===== src/rtl/mips_pipe_pkg.sv =====
// Shared pipeline types: scoreboard entry layout and result-ready stage encodings.
// Latency: n/a (types and constants only).
// Backpressure: n/a.
package mips_pipe_pkg;

  // Storage widths for an entry. They cover every legal AW / DEPTH so the struct stays fixed.
  localparam int SB_AW_MAX = 8;
  localparam int SB_RDYW   = 3;

  // Forwarding select value meaning "read the register file".
  localparam int FWD_RF = 0;

  // Stage at whose end the result exists. control_unit drives id_rdy with these.
  localparam logic [SB_RDYW-1:0] RDY_ALU  = 3'd1;
  localparam logic [SB_RDYW-1:0] RDY_LOAD = 3'd2;

  typedef struct packed {
    logic                 valid;
    logic [SB_AW_MAX-1:0] dest;
    logic                 we;
    logic [SB_RDYW-1:0]   rdy;
  } sb_entry_t;

  // A ready stage of 0 means the same as an ALU result.
  function automatic logic [SB_RDYW-1:0] rdy_clamp(input logic [SB_RDYW-1:0] r);
    return (r == '0) ? RDY_ALU : r;
  endfunction

endpackage


===== src/rtl/sb_src_match.sv =====
// Youngest-producer priority encoder for one ID-stage source operand.
// Latency: combinational.
// Backpressure: none; reports hazard so the caller can stall.
module sb_src_match
  import mips_pipe_pkg::*;
#(
  parameter int AW    = 5,
  parameter int DEPTH = 3,
  parameter int SW    = 2
) (
  input  sb_entry_t        ent [DEPTH],
  input  logic [AW-1:0]    src,
  input  logic             used,
  output logic             hit,
  output logic [SW-1:0]    k,
  output logic             hazard
);

  // Scan oldest to youngest so the lowest stage index is the one left standing.
  always_comb begin
    hit    = 1'b0;
    k      = '0;
    hazard = 1'b0;
    for (int i = DEPTH - 1; i >= 0; i--) begin
      if (used && ent[i].valid && ent[i].we && (src != '0) &&
          (ent[i].dest == SB_AW_MAX'(src))) begin
        hit    = 1'b1;
        k      = SW'(i + 1);
        hazard = (i + 1) < int'(ent[i].rdy);
      end
    end
  end

endmodule


===== src/rtl/hazard_scoreboard.sv =====
// Shadow pipeline of in-flight producers: load-use stall, wrong-path flush, EX forwarding selects.
// Latency: stall combinational; fwd_a/fwd_b registered, valid in the consumer's EX cycle.
// Backpressure: hold freezes all state; stall asks ID to hold. Optional SB_PERF_EN adds counters.
module hazard_scoreboard
  import mips_pipe_pkg::*;
#(
  parameter int AW    = 5,
  parameter int DEPTH = 3,
  parameter int LATW  = 2,
  localparam int SW   = $clog2(DEPTH + 1)
) (
  input  logic            clk,
  input  logic            reset,
  input  logic            id_valid,
  input  logic [AW-1:0]   id_rs,
  input  logic [AW-1:0]   id_rt,
  input  logic            id_rs_used,
  input  logic            id_rt_used,
  input  logic [AW-1:0]   id_rd,
  input  logic            id_we,
  input  logic [LATW-1:0] id_rdy,
  input  logic            hold,
  input  logic            flush,
  output logic            stall,
  output logic [SW-1:0]   fwd_a,
  output logic [SW-1:0]   fwd_b,
  output logic            sb_busy
`ifdef SB_PERF_EN
  ,
  output logic [31:0]     perf_stalls,
  output logic [31:0]     perf_fwds
`endif
);

  // ent[i] holds shadow stage i+1 (ent[0] = EX, ent[DEPTH-1] = WB).
  sb_entry_t       ent [DEPTH];
  sb_entry_t       new_ent;
  logic            hit_a, hit_b, haz_a, haz_b, stall_raw;
  logic [SW-1:0]   k_a, k_b, nxt_fwd_a, nxt_fwd_b;

  sb_src_match #(.AW(AW), .DEPTH(DEPTH), .SW(SW)) u_match_a (
    .ent(ent), .src(id_rs), .used(id_rs_used), .hit(hit_a), .k(k_a), .hazard(haz_a)
  );

  sb_src_match #(.AW(AW), .DEPTH(DEPTH), .SW(SW)) u_match_b (
    .ent(ent), .src(id_rt), .used(id_rt_used), .hit(hit_b), .k(k_b), .hazard(haz_b)
  );

  // Stall decision, next forwarding selects (WB match reads the written-through reg file) and new entry.
  always_comb begin
    stall_raw     = id_valid & (haz_a | haz_b);
    stall         = stall_raw & ~flush;
    nxt_fwd_a     = (hit_a && int'(k_a) < DEPTH) ? k_a : SW'(FWD_RF);
    nxt_fwd_b     = (hit_b && int'(k_b) < DEPTH) ? k_b : SW'(FWD_RF);
    new_ent.valid = id_valid & id_we;
    new_ent.dest  = SB_AW_MAX'(id_rd);
    new_ent.we    = id_we;
    new_ent.rdy   = rdy_clamp(SB_RDYW'(id_rdy));
  end

  // Any live producer in the shadow pipe.
  always_comb begin
    sb_busy = 1'b0;
    for (int i = 0; i < DEPTH; i++) sb_busy = sb_busy | ent[i].valid;
  end

  // Advance the shadow pipe; flush kills the EX producer as it moves on, stall inserts a bubble.
  always_ff @(posedge clk or negedge reset) begin
    if (!reset) begin
      for (int i = 0; i < DEPTH; i++) ent[i] <= '0;
      fwd_a <= '0;
      fwd_b <= '0;
    end else if (!hold) begin
      for (int i = DEPTH - 1; i > 0; i--) ent[i] <= ent[i-1];
      if (flush) begin
        ent[1].valid <= 1'b0;
        ent[0]       <= '0;
        fwd_a        <= '0;
        fwd_b        <= '0;
      end else if (stall_raw) begin
        ent[0] <= '0;
        fwd_a  <= '0;
        fwd_b  <= '0;
      end else begin
        ent[0] <= new_ent;
        fwd_a  <= nxt_fwd_a;
        fwd_b  <= nxt_fwd_b;
      end
    end
  end

`ifdef SB_PERF_EN
  // Saturating event counters: stall cycles, and real issues that pick up a forwarded operand.
  always_ff @(posedge clk or negedge reset) begin
    if (!reset) begin
      perf_stalls <= '0;
      perf_fwds   <= '0;
    end else if (!hold) begin
      if (stall && perf_stalls != '1) perf_stalls <= perf_stalls + 32'd1;
      if (id_valid && !flush && !stall_raw && (nxt_fwd_a != '0 || nxt_fwd_b != '0) &&
          perf_fwds != '1)
        perf_fwds <= perf_fwds + 32'd1;
    end
  end
`endif

endmodule


===== config.mk =====
export PLATFORM = sky130hd
export DESIGN_NAME = hazard_scoreboard
export DESIGN_NICKNAME = d
export VERILOG_FILES = /design/src/rtl/mips_pipe_pkg.sv /design/src/rtl/sb_src_match.sv /design/src/rtl/hazard_scoreboard.sv
export SDC_FILE = /design/constraint.sdc
export NUM_CORES = 1
export LEC_CHECK = 0
export CELL_PAD_IN_SITES_DETAIL_PLACEMENT = 1
export CELL_PAD_IN_SITES_GLOBAL_PLACEMENT = 1
export CORE_ASPECT_RATIO = 0.8
export CORE_MARGIN = 2
export CORE_UTILIZATION = 37
export CTS_CLUSTER_DIAMETER = 200
export CTS_CLUSTER_SIZE = 10
export DETAILED_ROUTE_END_ITERATION = 6
export GPL_TIMING_DRIVEN = 0
export PLACE_DENSITY_LB_ADDON = 0.1
export SYNTH_ARGS = -nofsm -noshare
export SYNTH_HDL_FRONTEND = slang
export SYNTH_SLANG_ARGS = --single-unit

===== constraint.sdc =====
create_clock -name clk -period 2.4 [get_ports clk]
set_input_delay 0.48 -clock clk [delete_from_list [all_inputs] [get_ports clk]]
set_output_delay 0.48 -clock clk [all_outputs]
set_load 0.005 [all_outputs]

# After elaboration in Yosys (flattened, before gate mapping)
# Cells that the tools add are included.
[totals] regBits=43 input_bits=25 output_inout_bits=6 elab_cells=89
[classes] magnitude_cmp=5 n_eq_ne=6 n_mux=28 bitwise_logic=7 reduce_logical=29
[op_table] op="8-bit by 5-bit equality test with 1-bit output" count=6
[op_table] op="1-bit logical AND" count=26
[op_table] op="13-bit 2-to-1 mux" count=2
[op_table] op="2-bit 2-to-1 mux" count=13
[op_table] op="1-bit 2-to-1 mux" count=13
[op_table] op="5-bit nonzero test" count=2
[op_table] op="2-bit by 3-bit < comparator with 1-bit output, first input constant" count=2
[op_table] op="2-bit < comparator, second input constant" count=2
[op_table] op="1-bit bitwise AND" count=3
[op_table] op="1-bit by 3-bit < comparator with 1-bit output, first input constant" count=1
[op_table] op="1-bit bitwise OR" count=3
[op_table] op="2-bit logical NOT" count=1
[op_table] op="1-bit inverter" count=1

# Depth between registers and ports, before layout
[depth] ltp_word=12 depth_mapped=7 mapped_depth_nobuf=6

# Cells and area by module
# From an unflattened synthesis, not the netlist that was laid out.
[hier_totals] cells_unflattened=191 hier_area_um2=1933.1
[by_module_without_submodules] mod="hazard_scoreboard" n_inst=1 cells_each=101 area_per_inst_um2=1285.0 seq_area_each_um2=775.7
[by_module_without_submodules] mod="sb_src_match" n_inst=2 cells_each=45 area_per_inst_um2=324.1 seq_area_each_um2=0.0

# Least setup slack after synthesis
# Ideal clock, no wire load.
[synth_timing] path_type="input port to output port" start="input id_rs[1]" end="output stall" arrival_time_ns=1.807 t_required_ns=1.920 path_slack_ns=0.113 cell_stages=6 path_buffers=0 path_cell_list="or4_1 o21ai_1 nor3_1 a2bb2oi_2 o21ai_0 and3_1"
[synth_between] elab_chain_cells=9
[synth_rtl] item="from (decl)" line_no="hazard_scoreboard.sv:15" text="input logic [AW-1:0] id_rs,"
[synth_rtl] item="5-bit nonzero test" line_no="sb_src_match.sv:25" text="if (used && ent[i].valid && ent[i].we && (src != '0) &&"
[synth_rtl] item="1-bit logical AND (2 in a row)" line_no="sb_src_match.sv:25"
[synth_rtl] item="1-bit 2-to-1 mux (2 in a row)" line_no="sb_src_match.sv:25"
[synth_rtl] item="1-bit 2-to-1 mux (*)" line_no="sb_src_match.sv:25"
[synth_rtl] item="1-bit bitwise OR (*)" line_no="hazard_scoreboard.sv:51" text="stall_raw = id_valid & (haz_a | haz_b);"
[synth_rtl] item="1-bit bitwise AND (*)" line_no="hazard_scoreboard.sv:51"
[synth_rtl] item="1-bit bitwise AND (*)" line_no="hazard_scoreboard.sv:52" text="stall = stall_raw & ~flush;"
[synth_rtl] item="to (decl)" line_no="hazard_scoreboard.sv:24" text="output logic stall,"
# Mark *: on every way between the ends. The rest lies on a longest branch, timed or not.

# Final worst setup path
[layout_timing] start="register, netlist name ent[31]" end="output stall"
[layout_between] elab_chain_cells=6
[layout_rtl] item="8-bit by 5-bit equality test with 1-bit output" line_no="sb_src_match.sv:26" text="(ent[i].dest == SB_AW_MAX'(src))) begin"
[layout_rtl] item="1-bit logical AND" line_no="sb_src_match.sv:25"
[layout_rtl] item="1-bit 2-to-1 mux" line_no="sb_src_match.sv:25"
[layout_rtl] item="1-bit bitwise OR (*)" line_no="hazard_scoreboard.sv:51"
[layout_rtl] item="1-bit bitwise AND (*)" line_no="hazard_scoreboard.sv:51"
[layout_rtl] item="1-bit bitwise AND (*)" line_no="hazard_scoreboard.sv:52"
# Marks and branches as above.

==> results by group <==
Yosys
  • Sequential area share after synthesis: 42.6%
  • Synth top area share: 42.6%
  • Syn_nets: between 150 and 200
  • Simple-Gate Fraction of Synth Area: between 10% and 20%
  • Largest cells by area after synthesis: dfrtp_1, xnor2_1, o31ai_2
  • Syn avg cell area: 10.5 um2
  • XOR/XNOR share of the synthesized area: roughly an eighth
  • Ys Warns: 0
  • Register bit count reported by yosys: 23
  • Area leader, netlist: dfrtp_1
  • Largest family of logic cells by synthesized area: compound AO/OA/AOI/OAI gates
  • Yosys cell types: 28
  • Synth Area in Adders: 0%
  • Compound-cell area share of the yosys netlist: 17.8%
  • Area of the mapped netlist: 1350 um2
  • Syn Inst Count: 129
  • Mux contribution to synthesized area: 7.51%

Finish
  • Layout cell share with drive strength beyond 1: slightly above 40%
  • Filler Cell Count: 400
  • Area grow syn2layout: 44.3%
  • Final cell utilization of the core: 56.1%
  • Non-filler cells in the finished layout: 220
  • Layout Nets: between 200 and 250
  • FF+latch area: just under 600 um2
  • Multi-input gate area: 827 um2
  • Antenna diodes: 0
  • Finished Cell Area: 1950 um2

Drt
  • Initial drt markers: 29
  • Drc violations: 0
  • Routed len/inst: 17.8 um
  • Vias per cell: 5.25
  • Post-DRT Antenna Nets: 0
  • Via count: about 1200
  • Total Routed Length: 3920 um
  • Drt pass-1 iters: 4

Floorplanning
  • Chip width: 71.5 um
  • Rows: 19
  • Die ar.: between 4000 and 5000 um2
  • Die Ht: 58.0 um
  • Initial core utilization: 38.9%
  • Ports: 31
  • Core ar.: approximately 3500 um2

Placement
  • Pre-CTS WS: -1100 ps
  • PortBufs: 29
  • Cell Area, Placed: between 1500 and 2000 um2
  • Placed Cells: 200
  • Placer congestion estimate: around 0.86
  • Dpl hpwl: 2680 um

Timing
  • Fin. Hold Viols: 0
  • Final WS setup: -194 ps
  • Max Clock Freq: 385 MHz
  • Tmin final: 2590 ps
  • Setup TNS: -194 ps
  • # setup viols final: 1
  • Crit share post-route: 108%
  • Final Max Tran Viols: 0
  • Clk_skew: ~4 ps
  • Worst Tran Pin Value: 1120 ps
  • Hold WS: just under 500 ps
  • RSZ-0062 raised after global routing: true
  • Relative max-transition margin: 25.4%

Power
  • Max VDD drop: 0.424 mV
  • Comb pwr share: 22.9%
  • Reg power frac: 49.3%
  • Tot Pwr: 918 uW
  • Leak: between 0.8 and 0.9 nW
  • Clk pwr share: 27.8%
  • Power density over the cells: approximately 470 nW/um2
  • Cell Int Power: 648 uW
  • Switch share: 29.5%
  • NetSw: 270 uW

Run status
  • Failing checks: negative setup slack
  • Status: finished, violations left

Global route
  • Largest net degree at the start of global routing: 24
  • Total gr overflow: 0
  • First-pass GRT wire length: 6470 um
  • Initial antenna violation count: 0
  • Tot GR Track Use: 20.7%
  • Vias in the first global route: 1241

Clocking
  • CTS tree: done
  • CTS Root Cell: clkbuf_8
  • CTS sink cnt: 23
  • Max Root-Sink Buffers: 2
  • Post-CTS Hold Fix Bufs: 0
  • CTS H-tree lvls: 1
  • Num CTS Buffers: 3
  • Worst-path clk slew: 90 ps
  • Clk_lat worst skew: roughly 270 ps

Setup path
  • Worst-path fanout max: 4
  • Req. time, crit path: 1920 ps
  • Reg-to-reg endpoint: ent[29]
  • CP startpoint kind: flop
  • CP endpoint kind: output port
  • Crit path kind: reg2out
  • Crit path arrival time: about 2100 ps
  • Worst reg2reg path depth: 13
  • Reg-to-Reg Start: ent[34]
  • Reg-to-reg slack, setup: 20 ps

Worst hold path
  • WHS Endpoint: fwd_b[1]
  • Hold Path Depth: 2
  • Hold_sp: fwd_b[1]
  • HP Class: reg2reg

Run
  • MaxCap Viol Count: 0
[routing by layer]
metal	GRT usage, %	wire (um)	up-vias
li1	-	-	549
met1	27.9	1820	574
met2	33.2	1870	26
met3	4.35	170	6
met4	7.55	62	0
met5	0	0	-
[Yosys cell counts]
| library cell | number |
|---|---|
| nand3_1 | 5 |
| a32oi_1 | 1 |
| xnor2_1 | 20 |
| nor2_1 | 3 |
| clkbuf_1 | 2 |
| o31ai_2 | 10 |
| or4_1 | 2 |
| buf_1 | 3 |
| nand2_1 | 19 |
| inv_1 | 9 |
| mux2_2 | 9 |
| nor3_1 | 2 |
| or3_1 | 2 |
| nand4_1 | 3 |
| dfrtp_1 | 23 |
| buf_6 | 1 |
| o211ai_2 | 1 |
| o311ai_4 | 1 |
| o21ai_0 | 3 |
| o31ai_1 | 2 |
| a2bb2oi_2 | 1 |
| and3_1 | 1 |
| nor4_1 | 1 |
| or2_2 | 1 |
| or4_4 | 1 |
| o21ai_1 | 1 |
| o21ai_2 | 1 |
| o2111ai_1 | 1 |
[cell usage in the layout, fill, tap and decap left out, drive strengths merged, types with 3 or more instances in the layout]
cell / n
mux2: 9
nand3: 5
clkbuf: 5
nand4: 3
o31ai: 12
clkdlybuf4s50: 17
inv: 9
xnor2: 20
clkdlybuf4s15: 4
dfrtp: 23
buf: 27
nand2: 19
o21ai: 5
nor2: 3
or4: 3
[power by group through the flow]
stage	clock network [mW]	registers (mW)	logic, mW
3_3_place_gp	0	0.457	0.177
6_report	0.255	0.452	0.210
4_1_cts	0.257	0.451	0.205
5_1_grt	0.276	0.457	0.229
2_1_floorplan	0	0.447	0.106
3_5_place_dp	0	0.459	0.185
[worst max path at each step]
stage / startpoint / to / cells after the start
floorplan: id_rs[1] / stall / 6
global placement: id_rs[1] / stall / 8
detailed placement: id_rs[1] / stall / 8
CTS: ent[32] / stall / 7
global route: ent[33] / stall / 7
finish: ent[31] / stall / 7
[logic make-up (layout without fill, tap and decap cells)]
| kind of cell | after synthesis | count (layout) |
|---|---|---|
| AND/OR/NAND/NOR | 40 | 40 |
| flip-flops | 23 | 23 |
| AO/OA/AOI/OAI | 22 | 22 |
| buffers and inverters | 15 | 64 |
| multiplexers | 9 | 9 |
| XOR/XNOR | 20 | 20 |
[state kept, by name, summed over array words and instances (netlist names)]
| signal | cells |
|---|---|
| fwd_a | 2 |
| ent | 19 |
| fwd_b | 2 |
[critical path, stage by stage (launching register included)]
cell       delay (ps)
dfrtp_2           460
xnor2_2           140
nand2_1            90
or4_4             580
a2bb2oi_4         200
o21ai_2            70
and3_1            180
buf_2             120
[area by class of cell]
class	count	share of cell area, %
inverter	9	1.73
sequential	23	29.7
clock inverter	1	0.385
tap	42	2.70
timing repair buffer	45	19.3
buffer	6	1.54
multi-input combinational	91	42.5
clock buffer	3	2.12
[what timing repair did]
action,4_1_cts,5_1_grt
resized for setup,56,8
pin swaps,14,9
buffers inserted,13,3
endpoints found under the setup margin,11,2
(Power assumes the default switching activity.)
